<file path="src/rtl/diff_freq_serial_in_pkg.sv">
// Shared definitions for the differential-frequency serial link: receiver FSM
// encoding and the default prescaler divisors also used by the transmitter.
package diff_freq_serial_in_pkg;

  typedef enum logic {
    ST_IDLE = 1'b0,
    ST_RECV = 1'b1
  } rx_state_e;

  localparam int unsigned LOW_DIV  = 63;
  localparam int unsigned HIGH_DIV = 31;

  // Prescaler width; divisors must not exceed 2**PSC_W.
  localparam int unsigned PSC_W = 8;

endpackage

</file>
<file path="src/rtl/diff_freq_serial_in_rx_tick_gen.sv">
// Selectable-divisor prescaler: counts 0..DIV-1 and emits a one-cycle tick on
// DIV-1. The divisor select is latched on i_load; i_clr holds the count at 0.
module rx_tick_gen #(
  parameter int unsigned LOW_DIV  = diff_freq_serial_in_pkg::LOW_DIV,
  parameter int unsigned HIGH_DIV = diff_freq_serial_in_pkg::HIGH_DIV
) (
  input  logic clk,
  input  logic rst,
  input  logic i_clr,
  input  logic i_load,
  input  logic i_sel,
  output logic o_tick
);
  import diff_freq_serial_in_pkg::*;

  localparam logic [PSC_W-1:0] LOW_LAST  = PSC_W'(LOW_DIV - 1);
  localparam logic [PSC_W-1:0] HIGH_LAST = PSC_W'(HIGH_DIV - 1);

  logic [PSC_W-1:0] psc_q, psc_d;
  logic             sel_q, sel_d;
  logic [PSC_W-1:0] psc_last;

  always_comb begin
    sel_d    = i_load ? i_sel : sel_q;
    psc_last = sel_q ? HIGH_LAST : LOW_LAST;
    o_tick   = !i_clr && (psc_q == psc_last);
    psc_d    = (i_clr || o_tick) ? '0 : psc_q + PSC_W'(1);
  end

  always_ff @(posedge clk) begin
    if (rst) begin
      psc_q <= '0;
      sel_q <= 1'b0;
    end else begin
      psc_q <= psc_d;
      sel_q <= sel_d;
    end
  end

endmodule

</file>
<file path="src/rtl/diff_freq_serial_in.sv">
// Oversampling serial receiver (LSB first) with two selectable bit rates.
// Optional macro DIFF_FREQ_RX_MAJORITY_EN: 2-of-3 vote around mid-bit.
module diff_freq_serial_in #(
  parameter int unsigned DATA_BIT     = 16,
  parameter int unsigned TICK_PER_BIT = 16,
  parameter int unsigned LOW_DIV      = diff_freq_serial_in_pkg::LOW_DIV,
  parameter int unsigned HIGH_DIV     = diff_freq_serial_in_pkg::HIGH_DIV
) (
  input  logic                clk,
  input  logic                rst,
  input  logic                i_sel_freq,
  input  logic                i_start,
  input  logic                i_stop,
  input  logic                i_continuous,
  input  logic                i_data,
  output logic [DATA_BIT-1:0] o_data,
  output logic                o_done_tick,
  output logic                o_busy
);
  import diff_freq_serial_in_pkg::*;

  localparam int unsigned T_W = $clog2(TICK_PER_BIT);
  localparam int unsigned B_W = $clog2(DATA_BIT);
  localparam logic [T_W-1:0] T_LAST = T_W'(TICK_PER_BIT - 1);
  localparam logic [B_W-1:0] B_LAST = B_W'(DATA_BIT - 1);
`ifdef DIFF_FREQ_RX_MAJORITY_EN
  localparam logic [T_W-1:0] T_VOTE0  = T_W'(TICK_PER_BIT / 2 - 2);
  localparam logic [T_W-1:0] T_VOTE1  = T_W'(TICK_PER_BIT / 2 - 1);
  localparam logic [T_W-1:0] T_COMMIT = T_W'(TICK_PER_BIT / 2);

  function automatic logic maj3(input logic a, input logic b, input logic c);
    return (a & b) | (a & c) | (b & c);
  endfunction
`else
  localparam logic [T_W-1:0] T_COMMIT = T_W'(TICK_PER_BIT / 2 - 1);
`endif

  rx_state_e           state_q, state_d;
  logic                sync1_q, sync1_d;
  logic                sync2_q, sync2_d;
  logic [T_W-1:0]      t_q, t_d;
  logic [B_W-1:0]      b_q, b_d;
  logic [DATA_BIT-1:0] shift_q, shift_d;
  logic                wend_q, wend_d;
  logic                cont_q, cont_d;
  logic [DATA_BIT-1:0] data_q, data_d;
  logic                done_q, done_d;
`ifdef DIFF_FREQ_RX_MAJORITY_EN
  logic                vote0_q, vote0_d;
  logic                vote1_q, vote1_d;
`endif

  logic accept;
  logic tick;
  logic tick_clr;
  logic rx_bit;

  assign tick_clr = (state_q == ST_IDLE);

  rx_tick_gen #(
    .LOW_DIV  (LOW_DIV),
    .HIGH_DIV (HIGH_DIV)
  ) u_tick_gen (
    .clk    (clk),
    .rst    (rst),
    .i_clr  (tick_clr),
    .i_load (accept),
    .i_sel  (i_sel_freq),
    .o_tick (tick)
  );

  always_comb begin
    sync1_d = i_data;
    sync2_d = sync1_q;
    state_d = state_q;
    t_d     = t_q;
    b_d     = b_q;
    shift_d = shift_q;
    wend_d  = 1'b0;
    cont_d  = cont_q;
    data_d  = data_q;
    done_d  = 1'b0;
    accept  = (state_q == ST_IDLE) && i_start && !i_stop;
`ifdef DIFF_FREQ_RX_MAJORITY_EN
    vote0_d = vote0_q;
    vote1_d = vote1_q;
    rx_bit  = maj3(vote0_q, vote1_q, sync2_q);
`else
    rx_bit  = sync2_q;
`endif

    // A completed word is published one clock after its last sample.
    if (wend_q) begin
      data_d = shift_q;
      done_d = 1'b1;
    end

    case (state_q)
      ST_IDLE: begin
        if (accept) begin
          state_d = ST_RECV;
          t_d     = '0;
          b_d     = '0;
          shift_d = '0;
        end
      end
      ST_RECV: begin
        if (i_stop) begin
          state_d = ST_IDLE;
        end else begin
          if (wend_q && !cont_q) begin
            state_d = ST_IDLE;
          end
          if (tick) begin
            t_d = (t_q == T_LAST) ? '0 : t_q + T_W'(1);
            if (t_q == T_LAST) begin
              b_d = (b_q == B_LAST) ? '0 : b_q + B_W'(1);
            end
`ifdef DIFF_FREQ_RX_MAJORITY_EN
            if (t_q == T_VOTE0) vote0_d = sync2_q;
            if (t_q == T_VOTE1) vote1_d = sync2_q;
`endif
            if (t_q == T_COMMIT) begin
              shift_d = {rx_bit, shift_q[DATA_BIT-1:1]};
              if (b_q == B_LAST) begin
                wend_d = 1'b1;
                cont_d = i_continuous;
              end
            end
          end
        end
      end
      default: state_d = ST_IDLE;
    endcase
  end

  always_ff @(posedge clk) begin
    if (rst) begin
      state_q <= ST_IDLE;
      sync1_q <= 1'b0;
      sync2_q <= 1'b0;
      t_q     <= '0;
      b_q     <= '0;
      shift_q <= '0;
      wend_q  <= 1'b0;
      cont_q  <= 1'b0;
      data_q  <= '0;
      done_q  <= 1'b0;
`ifdef DIFF_FREQ_RX_MAJORITY_EN
      vote0_q <= 1'b0;
      vote1_q <= 1'b0;
`endif
    end else begin
      state_q <= state_d;
      sync1_q <= sync1_d;
      sync2_q <= sync2_d;
      t_q     <= t_d;
      b_q     <= b_d;
      shift_q <= shift_d;
      wend_q  <= wend_d;
      cont_q  <= cont_d;
      data_q  <= data_d;
      done_q  <= done_d;
`ifdef DIFF_FREQ_RX_MAJORITY_EN
      vote0_q <= vote0_d;
      vote1_q <= vote1_d;
`endif
    end
  end

  assign o_data      = data_q;
  assign o_done_tick = done_q;
  assign o_busy      = (state_q == ST_RECV);

endmodule

</file>
<file path="config.mk">
export PLATFORM = sky130hd
export DESIGN_NAME = diff_freq_serial_in
export DESIGN_NICKNAME = d
export VERILOG_FILES = /design/src/rtl/diff_freq_serial_in_pkg.sv /design/src/rtl/diff_freq_serial_in_rx_tick_gen.sv /design/src/rtl/diff_freq_serial_in.sv
export SDC_FILE = /design/constraint.sdc
export NUM_CORES = 1
export LEC_CHECK = 0
export ABC_AREA = 1
export BUFFER_PORTS_ARGS = -buffer_cell sky130_fd_sc_hd__buf_4
export CAP_MARGIN = 20
export CORE_MARGIN = 2
export CORE_UTILIZATION = 45
export CTS_BUF_LIST = sky130_fd_sc_hd__clkbuf_8
export CTS_CLUSTER_DIAMETER = 60
export DETAILED_ROUTE_END_ITERATION = 6
export PLACE_DENSITY = 0.73
export RECOVER_POWER = 100
export SLEW_MARGIN = 30
export SYNTH_ARGS = -nofsm -noshare
export SYNTH_HDL_FRONTEND = slang
export SYNTH_SLANG_ARGS = --single-unit
</file>
<file path="constraint.sdc">
create_clock -name clk -period 1.7 [get_ports clk]
set_input_delay 0.17 -clock clk [delete_from_list [all_inputs] [get_ports clk]]
set_output_delay 0.17 -clock clk [all_outputs]
set_load 0.05 [all_outputs]
</file>
==> run metrics, run 1 <==
Seq/Total Area, Yosys 0.4531; setup slack at placement ~170 ps; total wire length between 4000 and 5000 um; Synth Register Bits 55; Setup crit start t_q[0]; GRT overflow 0; commonest non-fill, non-tap cell in the layout nand2_1; antenna fix cells 0; Max-Cap Viols 0; slowest CP cell dfxtp_1; std cell rows 26; PwrDens approximately 840 nW/um^2; Fmax between 0.6 and 0.7 GHz; crit share post-route 0.9035; Layout Utilization 0.5242; busiest grt layer met2; Worst path most repeated cell nor2_1; Wirelength per Cell 11.11 um; All-Layer GR Usage 0.1670; CTS max path bufs 2; worst slew pin tran roughly 610 ps; final instance area 2711 um^2; post-synth top area cell dfxtp_1; Setup Viol. Count Final 0; maximum level of the CTS H-tree 2; CTS clk-pin slew, worst paths ~100 ps; vias post-DR between 2000 and 2500; RSZ-0062 raised after global routing false; worst vdd ir between 0.4 and 0.5 mV; M2 GR Usage 0.2878; Residual DRC 0; Slew Limit Fails 0; WP data arrival 1750 ps; die footprint between 6000 and 7000 um^2; # IOs 25; Leak between 1 and 1.5 nW; router iterations before antenna repair 4; layout cell share with drive strength beyond 1 0.07397; crit path kind reg2reg; GRT met3 Usage 0.03605; Area Growth Syn to Fin 11.59%; most frequent cells in the layout 71 x nand2_1, 55 x dfxtp_1, 54 x inv_1, 54 x nor2_1, 25 x a21oi_1; crit start category flip-flop; placed cell area ~2700 um^2; final net count 375; Crit. End Element flip-flop; clk sink count 55; initial antenna violation count 0; Core Area ~5200 um^2; Worst Clk Skew between 9 and 10 ps; post-synth top area share 0.4531; CTS tree done; total power 2.266 mW; Synth Instances between 300 and 400; postcts setup bufs 0; setup ws final around 160 ps; syn_nets 352; Die Ht ~77 um; Skew-Pair Late Insertion Delay 310 ps; critical path required time between 1500 and 2000 ps; Buffers on Ports 24; worst path cell trace ha_1 > nand4_1 > nand2_2 > nand3_2 > nor2_1 > nor2_1; PostCTS Resize Cnt 0; Hold Path Class in2reg; area of the mapped netlist roughly 2400 um^2; die width approximately 77 um; starting density of the core 0.4698; CP peak stage delay 380 ps; First DRT Iteration DRCs 85; Post-CTS Hold Fix Bufs 0; leading post-synthesis cells by cell area dfxtp_1 45%, nand2_1 11%, nor2_1 8.3%; Post-DRT Antenna Nets 0; minimum clock period about 1500 ps; vias per cell around 4.8; RR Startpoint t_q[0]; Yosys warning count 0; total CTS buffers 5; synth unique cells 26; hpwl dp between 3000 and 4000 um; Final Hold Fails 0; Slew Limit Headroom 0.5962; status completed; Post-Route Setup TNS 0 ps; Root Buffer Master clkbuf_8; global-route track usage on met1 0.2053; largest net degree at the start of global routing 32; Crit Path Max Fanout 13; Syn Area/Cell between 7 and 8 um^2; placer's final routability congestion estimate between 0.7 and 0.8; fill cell count between 500 and 600; buffers plus inverters on the worst setup path 0; vias in the first global route 1909; hold path startpoint i_data; global-route wire length before repair ~8200 um; CP delay by family, top simple AND/OR/NAND/NOR gates
routing by layer:
metal	routed length [um]	up-vias
met1	2318	938
met4	72	0
met5	0	-
met3	161	7
li1	-	1111
met2	2279	30
kinds of logic after synthesis:
group,synth area share
AND/OR/NAND/NOR,0.3069
buffers and inverters,0.1128
flip-flops,0.4531
AO/OA/AOI/OAI,0.09578
adder cells (fa/ha/maj),0.02060
XOR/XNOR,0.01082
worst reg2reg max path, delay by kind of cell (launching register included):
family | cells | cell delay, ps
flops | 1 | 380
simple gates | 5 | 880
fa+ha+maj | 1 | 200
final timing paths:
| path | to | slack (ps) | depth (start not counted) |
|---|---|---|---|
| setup / recovery | shift_q[0] | 160 | 6 |
| hold reg to reg | rx_bit | 410 | 2 |
| hold / removal | sync1_q | 60 | 3 |
| setup reg to reg | shift_q[0] | 160 | 6 |
final cells by class:
type                    count  area, um^2  share of cell area
inverters                  54       202.7             0.07476
multi-input cells         219        1065              0.3927
flip-flops and latches     55        1101              0.4061
clock buffers               6       82.58             0.03046
well taps                  70       87.58             0.03230
clock inverters             2       12.51            0.004615
repair buffers             29       160.2             0.05907
metrics by stage:
step                      instances  hold slack [ps]
after floorplan                 341            239.1
after global placement          426            374.2
after detailed placement        426            376.1
after CTS                       434            48.22
after global routing            435            61.84
final                           435            56.67
power by group:
| group | leakage, nW | switching, mW | internal, mW | total (mW) |
|---|---|---|---|---|
| Combinational | 0.776 | 0.126 | 0.0626 | 0.188 |
| Clock | 0.0526 | 0.413 | 0.329 | 0.742 |
| Sequential | 0.446 | 0.0177 | 1.32 | 1.34 |
synth_stat cells (all sizes together):
| cell | instances |
|---|---|
| nand2 | 74 |
| dfxtp | 55 |
| nor2 | 55 |
| inv | 53 |
| a21oi | 25 |
| o21ai | 20 |
| nand3 | 16 |
| nand4 | 13 |
| clkbuf | 8 |
| buf | 6 |
| ha | 4 |
| nor3b | 3 |
| nor3 | 2 |
| nor4 | 2 |
| xor2 | 2 |
| clkinv | 1 |
| o211ai | 1 |
| xnor2 | 1 |
state kept, by name, indices dropped and copies added, names as in the netlist, 4 cells and up:
register	cells
t_q	4
u_tick_gen.psc_q	8
o_data	16
b_q	4
shift_q	16
(Power assumes the default switching activity.)
==> inputs of run 2 (changes only) <==
==> constraint.sdc (replaced) <==
create_clock -name clk -period 1.7 [get_ports clk]
set_input_delay 0.17 -clock clk [delete_from_list [all_inputs] [get_ports clk]]
set_output_delay 0.17 -clock clk [all_outputs]
set_load 0.005 [all_outputs]
==> run 2 against run 1 <==
Combinational power down 2%. Register-to-register slack about the same. Critical path depth up 3. Largest cell class unchanged.
==> run metrics, run 2 (synthesis results as in run 1) <==
CTS tree done (unchanged); placer's final routability congestion estimate 0.7562 (unchanged); worst vdd ir 0.4322 mV (was 0.4344 mV); die width 77.48 um (unchanged); std cell rows 26 (unchanged); # IOs 25 (unchanged); setup slack at placement 166.6 ps (unchanged); Reg2Reg Setup Slack 170 ps (was 160 ps); Post-Route Setup TNS 0 ps (unchanged); All-Layer GR Usage 0.1670 (unchanged); commonest non-fill, non-tap cell in the layout nand2_1 (unchanged); CTS clk-pin slew, worst paths 100 ps (about the same); Crit Path Max Fanout 13 (unchanged); register area 1101 um^2 (unchanged); largest net degree at the start of global routing 32 (unchanged); Slew Limit Headroom 0.6870 (was 0.5962); Setup Viol. Count Final 0 (unchanged); Final Hold Fails 0 (unchanged); Skew-Pair Late Insertion Delay 310 ps (about the same); Core Area 5172 um^2 (unchanged); Max-Cap Viols 0 (unchanged); final net count 375 (unchanged); R2R depth 9 (was 6); Buffers on Ports 24 (unchanged); worst slew pin tran 469.5 ps (was 608.3 ps); hold path startpoint i_data (unchanged); First DRT Iteration DRCs 94 (was 85); Area Growth Syn to Fin 14.37% (was 11.59%); RR Startpoint u_tick_gen.psc_q[0] (was t_q[0]); status completed (unchanged); setup ws final 169.7 ps (was 164.0 ps); multi-input logic area 1065 um^2 (unchanged); WP data arrival 1750 ps (about the same); hpwl dp 3267 um (unchanged); Residual DRC 0 (unchanged); crit path kind reg2reg (unchanged); Setup crit start u_tick_gen.psc_q[0] (was t_q[0]); router iterations before antenna repair 4 (unchanged); total CTS buffers 5 (unchanged); fill cell count 504 (was 518); minimum clock period 1530 ps (was 1536 ps); end of the worst register-to-register path shift_q[3] (was shift_q[0]); vias in the first global route 1909 (unchanged); crit start category flip-flop (unchanged); global-route wire length before repair 8204 um (unchanged); most frequent cells in the layout 71 x nand2_1, 55 x dfxtp_1, 54 x inv_1, 54 x nor2_1, 25 x a21oi_1 (unchanged); final instance area 2779 um^2 (was 2711 um^2); critical path required time 1920 ps (was 1910 ps); starting density of the core 0.4698 (unchanged); Worst Clk Skew 10.88 ps (was 9.404 ps); antenna fix cells 0 (unchanged); RSZ-0062 raised after global routing false (unchanged); crit share post-route 0.9002 (was 0.9035); placed cell area 2676 um^2 (unchanged); Post-DRT Antenna Nets 0 (unchanged); CTS max path bufs 2 (unchanged); Critical Path Sink shift_q[3] (was shift_q[0]); Root Buffer Master clkbuf_8 (unchanged); Hold Path Class in2reg (unchanged); Wirelength per Cell 11.01 um (was 11.11 um); Crit. End Element flip-flop (unchanged); Fmax 0.6535 GHz (was 0.6511 GHz); GRT overflow 0 (unchanged); layout cell share with drive strength beyond 1 0.1233 (was 0.07397); maximum level of the CTS H-tree 2 (unchanged); Leak 1.341 nW (was 1.274 nW); die footprint 6003 um^2 (unchanged); vias per cell 4.775 (was 4.795); Slew Limit Fails 0 (unchanged); hold_ws 56.32 ps (was 56.67 ps); total wire length 4791 um (was 4832 um); clk sink count 55 (unchanged); Post-CTS Hold Fix Bufs 0 (unchanged); PwrDens 814.5 nW/um^2 (was 835.9 nW/um^2); Die Ht 77.48 um (unchanged); initial antenna violation count 0 (unchanged); vias post-DR 2077 (was 2086)
run 2: routing by layer:
metal,GRT usage,vias up,share of wire
met2,0.2878,26,0.48
met4,0.05893,0,0.015
met1,0.2053,931,0.47
li1,-,1114,-
met5,0,-,0
met3,0.03605,6,0.037
run 2: critical path: stages (launching register included):
cell and delay [ps]:
dfxtp_1 360, inv_1 70, ha_1 130, nand2_1 80
nor2_4 110, nand3_4 100, nand2_4 100, nand3_2 240
nor2_1 180, nor2_1 60
run 2: where the power goes:
part	total [mW]	internal [mW]	switching, mW
registers	1.34	1.32	0.0177
clock network	0.743	0.329	0.414
logic	0.184	0.0634	0.121
run 2: cell type report:
cell class | instances | area share
clock inverters | 2 | 0.004502
repair buffers | 29 | 0.08194
multi-input cells | 219 | 0.3832
flip-flops and latches | 55 | 0.3962
well taps | 70 | 0.03152
inverters | 54 | 0.07294
clock buffers | 6 | 0.02972
run 2: worst min-delay path by stage:
stage               cells after the start  endpoint
detailed placement                      3   sync1_q
global route                            2    wend_q
CTS                                     3   sync1_q
global placement                        3   sync1_q
floorplan                               1    b_q[1]
finish                                  3   sync1_q
run 2: per-stage QoR:
step / util / cells / power, mW
2_1_floorplan: - / 341 / 1.499
4_1_cts: 0.5358 / 434 / 2.284
3_5_place_dp: 0.5174 / 426 / 1.546
3_3_place_gp: 0.5174 / 426 / 1.541
5_1_grt: 0.5373 / 435 / 2.377
6_report: 0.5373 / 435 / 2.263
run 2: timing repair:
item,in CTS,in global routing
endpoints found under the setup margin,0,6
setup buffers,0,0
gates resized for setup,0,0
==> inputs of run 3 (changes only) <==
--- a/config.mk
+++ b/config.mk
@@ -13,7 +13,7 @@
 export CTS_BUF_LIST = sky130_fd_sc_hd__clkbuf_8
 export CTS_CLUSTER_DIAMETER = 60
 export DETAILED_ROUTE_END_ITERATION = 6
-export PLACE_DENSITY = 0.73
+export PLACE_DENSITY = 0.66
 export RECOVER_POWER = 100
 export SLEW_MARGIN = 30
 export SYNTH_ARGS = -nofsm -noshare
==> constraint.sdc (replaced) <==
create_clock -name clk -period 1.4 [get_ports clk]
set_input_delay 0.14 -clock clk [delete_from_list [all_inputs] [get_ports clk]]
set_output_delay 0.14 -clock clk [all_outputs]
set_load 0.005 [all_outputs]
==> run 3 against run 2 <==
Non-clock buffer count rose by 17. Critical path type unchanged. Cell area rose by 6.1%. Register-to-register slack got worse by 150 ps. Power rose by 23%. Worst setup slack got worse by 150 ps. Via count rose by 0.63%. Clock power rose by 24%. Count of clock-buffer cells in the layout did not move. Combinational power rose by 34%. Sequential cell count did not move. Maximum frequency rose by 11%. Global-route usage rose by 0.54 points.
==> run metrics, run 3 (synthesis results as in run 1) <==
status completed (unchanged); Worst Clk Skew 8.224 ps (was 10.88 ps); Area Growth Syn to Fin 21.37% (was 14.37%); Final Hold Fails 0 (unchanged); initial antenna violation count 0 (unchanged); critical path required time 1570 ps (was 1920 ps); First DRT Iteration DRCs 118 (was 94); final cell count without fillers 451 (was 435); crit start category flip-flop (unchanged); layout cell share with drive strength beyond 1 0.1890 (was 0.1233); Post-Route Setup TNS 0 ps (unchanged); Residual DRC 0 (unchanged); Setup Viol. Count Final 0 (unchanged); die width 77.48 um (unchanged); CTS max path bufs 2 (unchanged); sequential share of power 0.581 (was 0.590); worst slew pin tran 710.1 ps (was 469.5 ps); crit path kind reg2reg (unchanged); GRT overflow 0 (unchanged); total wire length 4683 um (was 4791 um); Fmax 0.7260 GHz (was 0.6535 GHz); die footprint 6003 um^2 (unchanged); Hold Path Class in2reg (unchanged); antenna fix cells 0 (unchanged); Crit Path Max Fanout 27 (was 13); crit share post-route 0.9838 (was 0.9002); Core Area 5172 um^2 (unchanged); fill cell count 493 (was 504); Clk pwr share 0.330 (was 0.328); Switching Share 0.2458 (was 0.2442); starting density of the core 0.4698 (unchanged); minimum clock period 1377 ps (was 1530 ps); Root Buffer Master clkbuf_8 (unchanged); # IOs 25 (unchanged); Int Pwr 2.103 mW (was 1.711 mW); PwrDens 945.7 nW/um^2 (was 814.5 nW/um^2); Skew-Pair Late Insertion Delay 310 ps (about the same); hpwl dp 3317 um (was 3267 um); CTS clk-pin slew, worst paths 100 ps (about the same); total CTS buffers 5 (unchanged); final net count 391 (was 375); Buffers on Ports 24 (unchanged); net load switching power 0.6856 mW (was 0.5527 mW); Slew Limit Fails 0 (unchanged); commonest non-fill, non-tap cell in the layout nand2_1 (unchanged); most frequent cells in the layout 68 x nand2_1, 53 x nor2_1, 53 x dfxtp_1 (was 71 x nand2_1, 55 x dfxtp_1, 54 x inv_1, 54 x nor2_1, 25 x a21oi_1); Post-DRT Antenna Nets 0 (unchanged); router iterations before antenna repair 4 (unchanged); Max-Cap Viols 0 (unchanged); largest net degree at the start of global routing 30 (was 32); placed cell area 2796 um^2 (was 2676 um^2); worst vdd ir 0.5853 mV (was 0.4322 mV); global-route wire length before repair 8424 um (was 8204 um); vias per cell 4.634 (was 4.775); Leak 1.424 nW (was 1.341 nW); placer's final routability congestion estimate 0.8187 (was 0.7562); CTS tree done (unchanged); All-Layer GR Usage 0.1724 (was 0.1670); maximum level of the CTS H-tree 2 (unchanged); vias in the first global route 1903 (was 1909); std cell rows 26 (unchanged); Combinational Power Share 0.089 (was 0.081); placed insts 442 (was 426); vias post-DR 2090 (was 2077); final instance area 2949 um^2 (was 2779 um^2); Slew Limit Headroom 0.5266 (was 0.6870); Crit. End Element flip-flop (unchanged); Wirelength per Cell 10.38 um (was 11.01 um); clk sink count 55 (unchanged); WP data arrival 1550 ps (was 1750 ps); RSZ-0062 raised after global routing true (was false); Die Ht 77.48 um (unchanged)
## run 3: final cells by class
class,instances,area [um^2],share of cell area
Sequential cell,55,1104,0.3742
Multi-Input combinational cell,218,1101,0.3734
Timing Repair Buffer,46,357.8,0.1213
Inverter,54,202.7,0.06873
Tap cell,70,87.58,0.02970
Clock buffer,6,82.58,0.02800
Clock inverter,2,13.76,0.004667
## run 3: power groups by stage
stage	sequential [mW]	clock, mW	combinational (mW)
3_3_place_gp	1.66	0	0.238
3_5_place_dp	1.66	0	0.240
4_1_cts	1.62	0.960	0.243
6_report	1.62	0.922	0.247
2_1_floorplan	1.65	0	0.167
5_1_grt	1.63	1.03	0.284
## run 3: through the flow
step / hold WS, ps / power [mW] / worst slack, ps / utilization
5_1_grt: 6.788 / 2.939 / -101.4 / 0.5702
3_5_place_dp: 348.4 / 1.897 / 18.71 / 0.5406
6_report: 22.10 / 2.789 / 22.61 / 0.5702
4_1_cts: 15.35 / 2.824 / 23.31 / 0.5600
3_3_place_gp: 345.9 / 1.893 / 56.93 / 0.5406
2_1_floorplan: 209.1 / 1.820 / 25.46 / -
## run 3: timing repair
action | 4_1_cts | 5_1_grt
hold buffers | 0 | 0
cloned | 0 | 1
setup endpoints to repair | 2 | 33
setup buffers | 0 | 0
gates resized for setup | 1 | 15
pin swaps | 0 | 4
hold endpoints to repair | 0 | 0
## run 3: routing by layer
layer / track usage / part of all wire / up-vias
li1: - / - / 1145
met1: 0.2243 / 0.48 / 913
met2: 0.2852 / 0.47 / 25
met3: 0.03488 / 0.031 / 7
met4: 0.05893 / 0.012 / 0
met5: 0 / 0 / -
## run 3: worst paths after layout
| path | from | end | slack, ps | cells past startpoint |
|---|---|---|---|---|
| max | u_tick_gen.psc_q[0] | shift_q[14] | 20 | 10 |
| min | i_stop | wend_q | 20 | 2 |
| max reg2reg | u_tick_gen.psc_q[0] | shift_q[14] | 20 | 10 |
| min reg2reg | sync1_q | rx_bit | 410 | 2 |
## run 3: critical path, cell delays in order (launching register included)
cell	delay (ps)
dfxtp_2	330
inv_2	60
ha_4	140
nand2_4	50
nor2_4	110
nand3_4	110
nand2_4	100
nand3_4	70
buf_12	160
nand2_1	60
a21oi_1	50
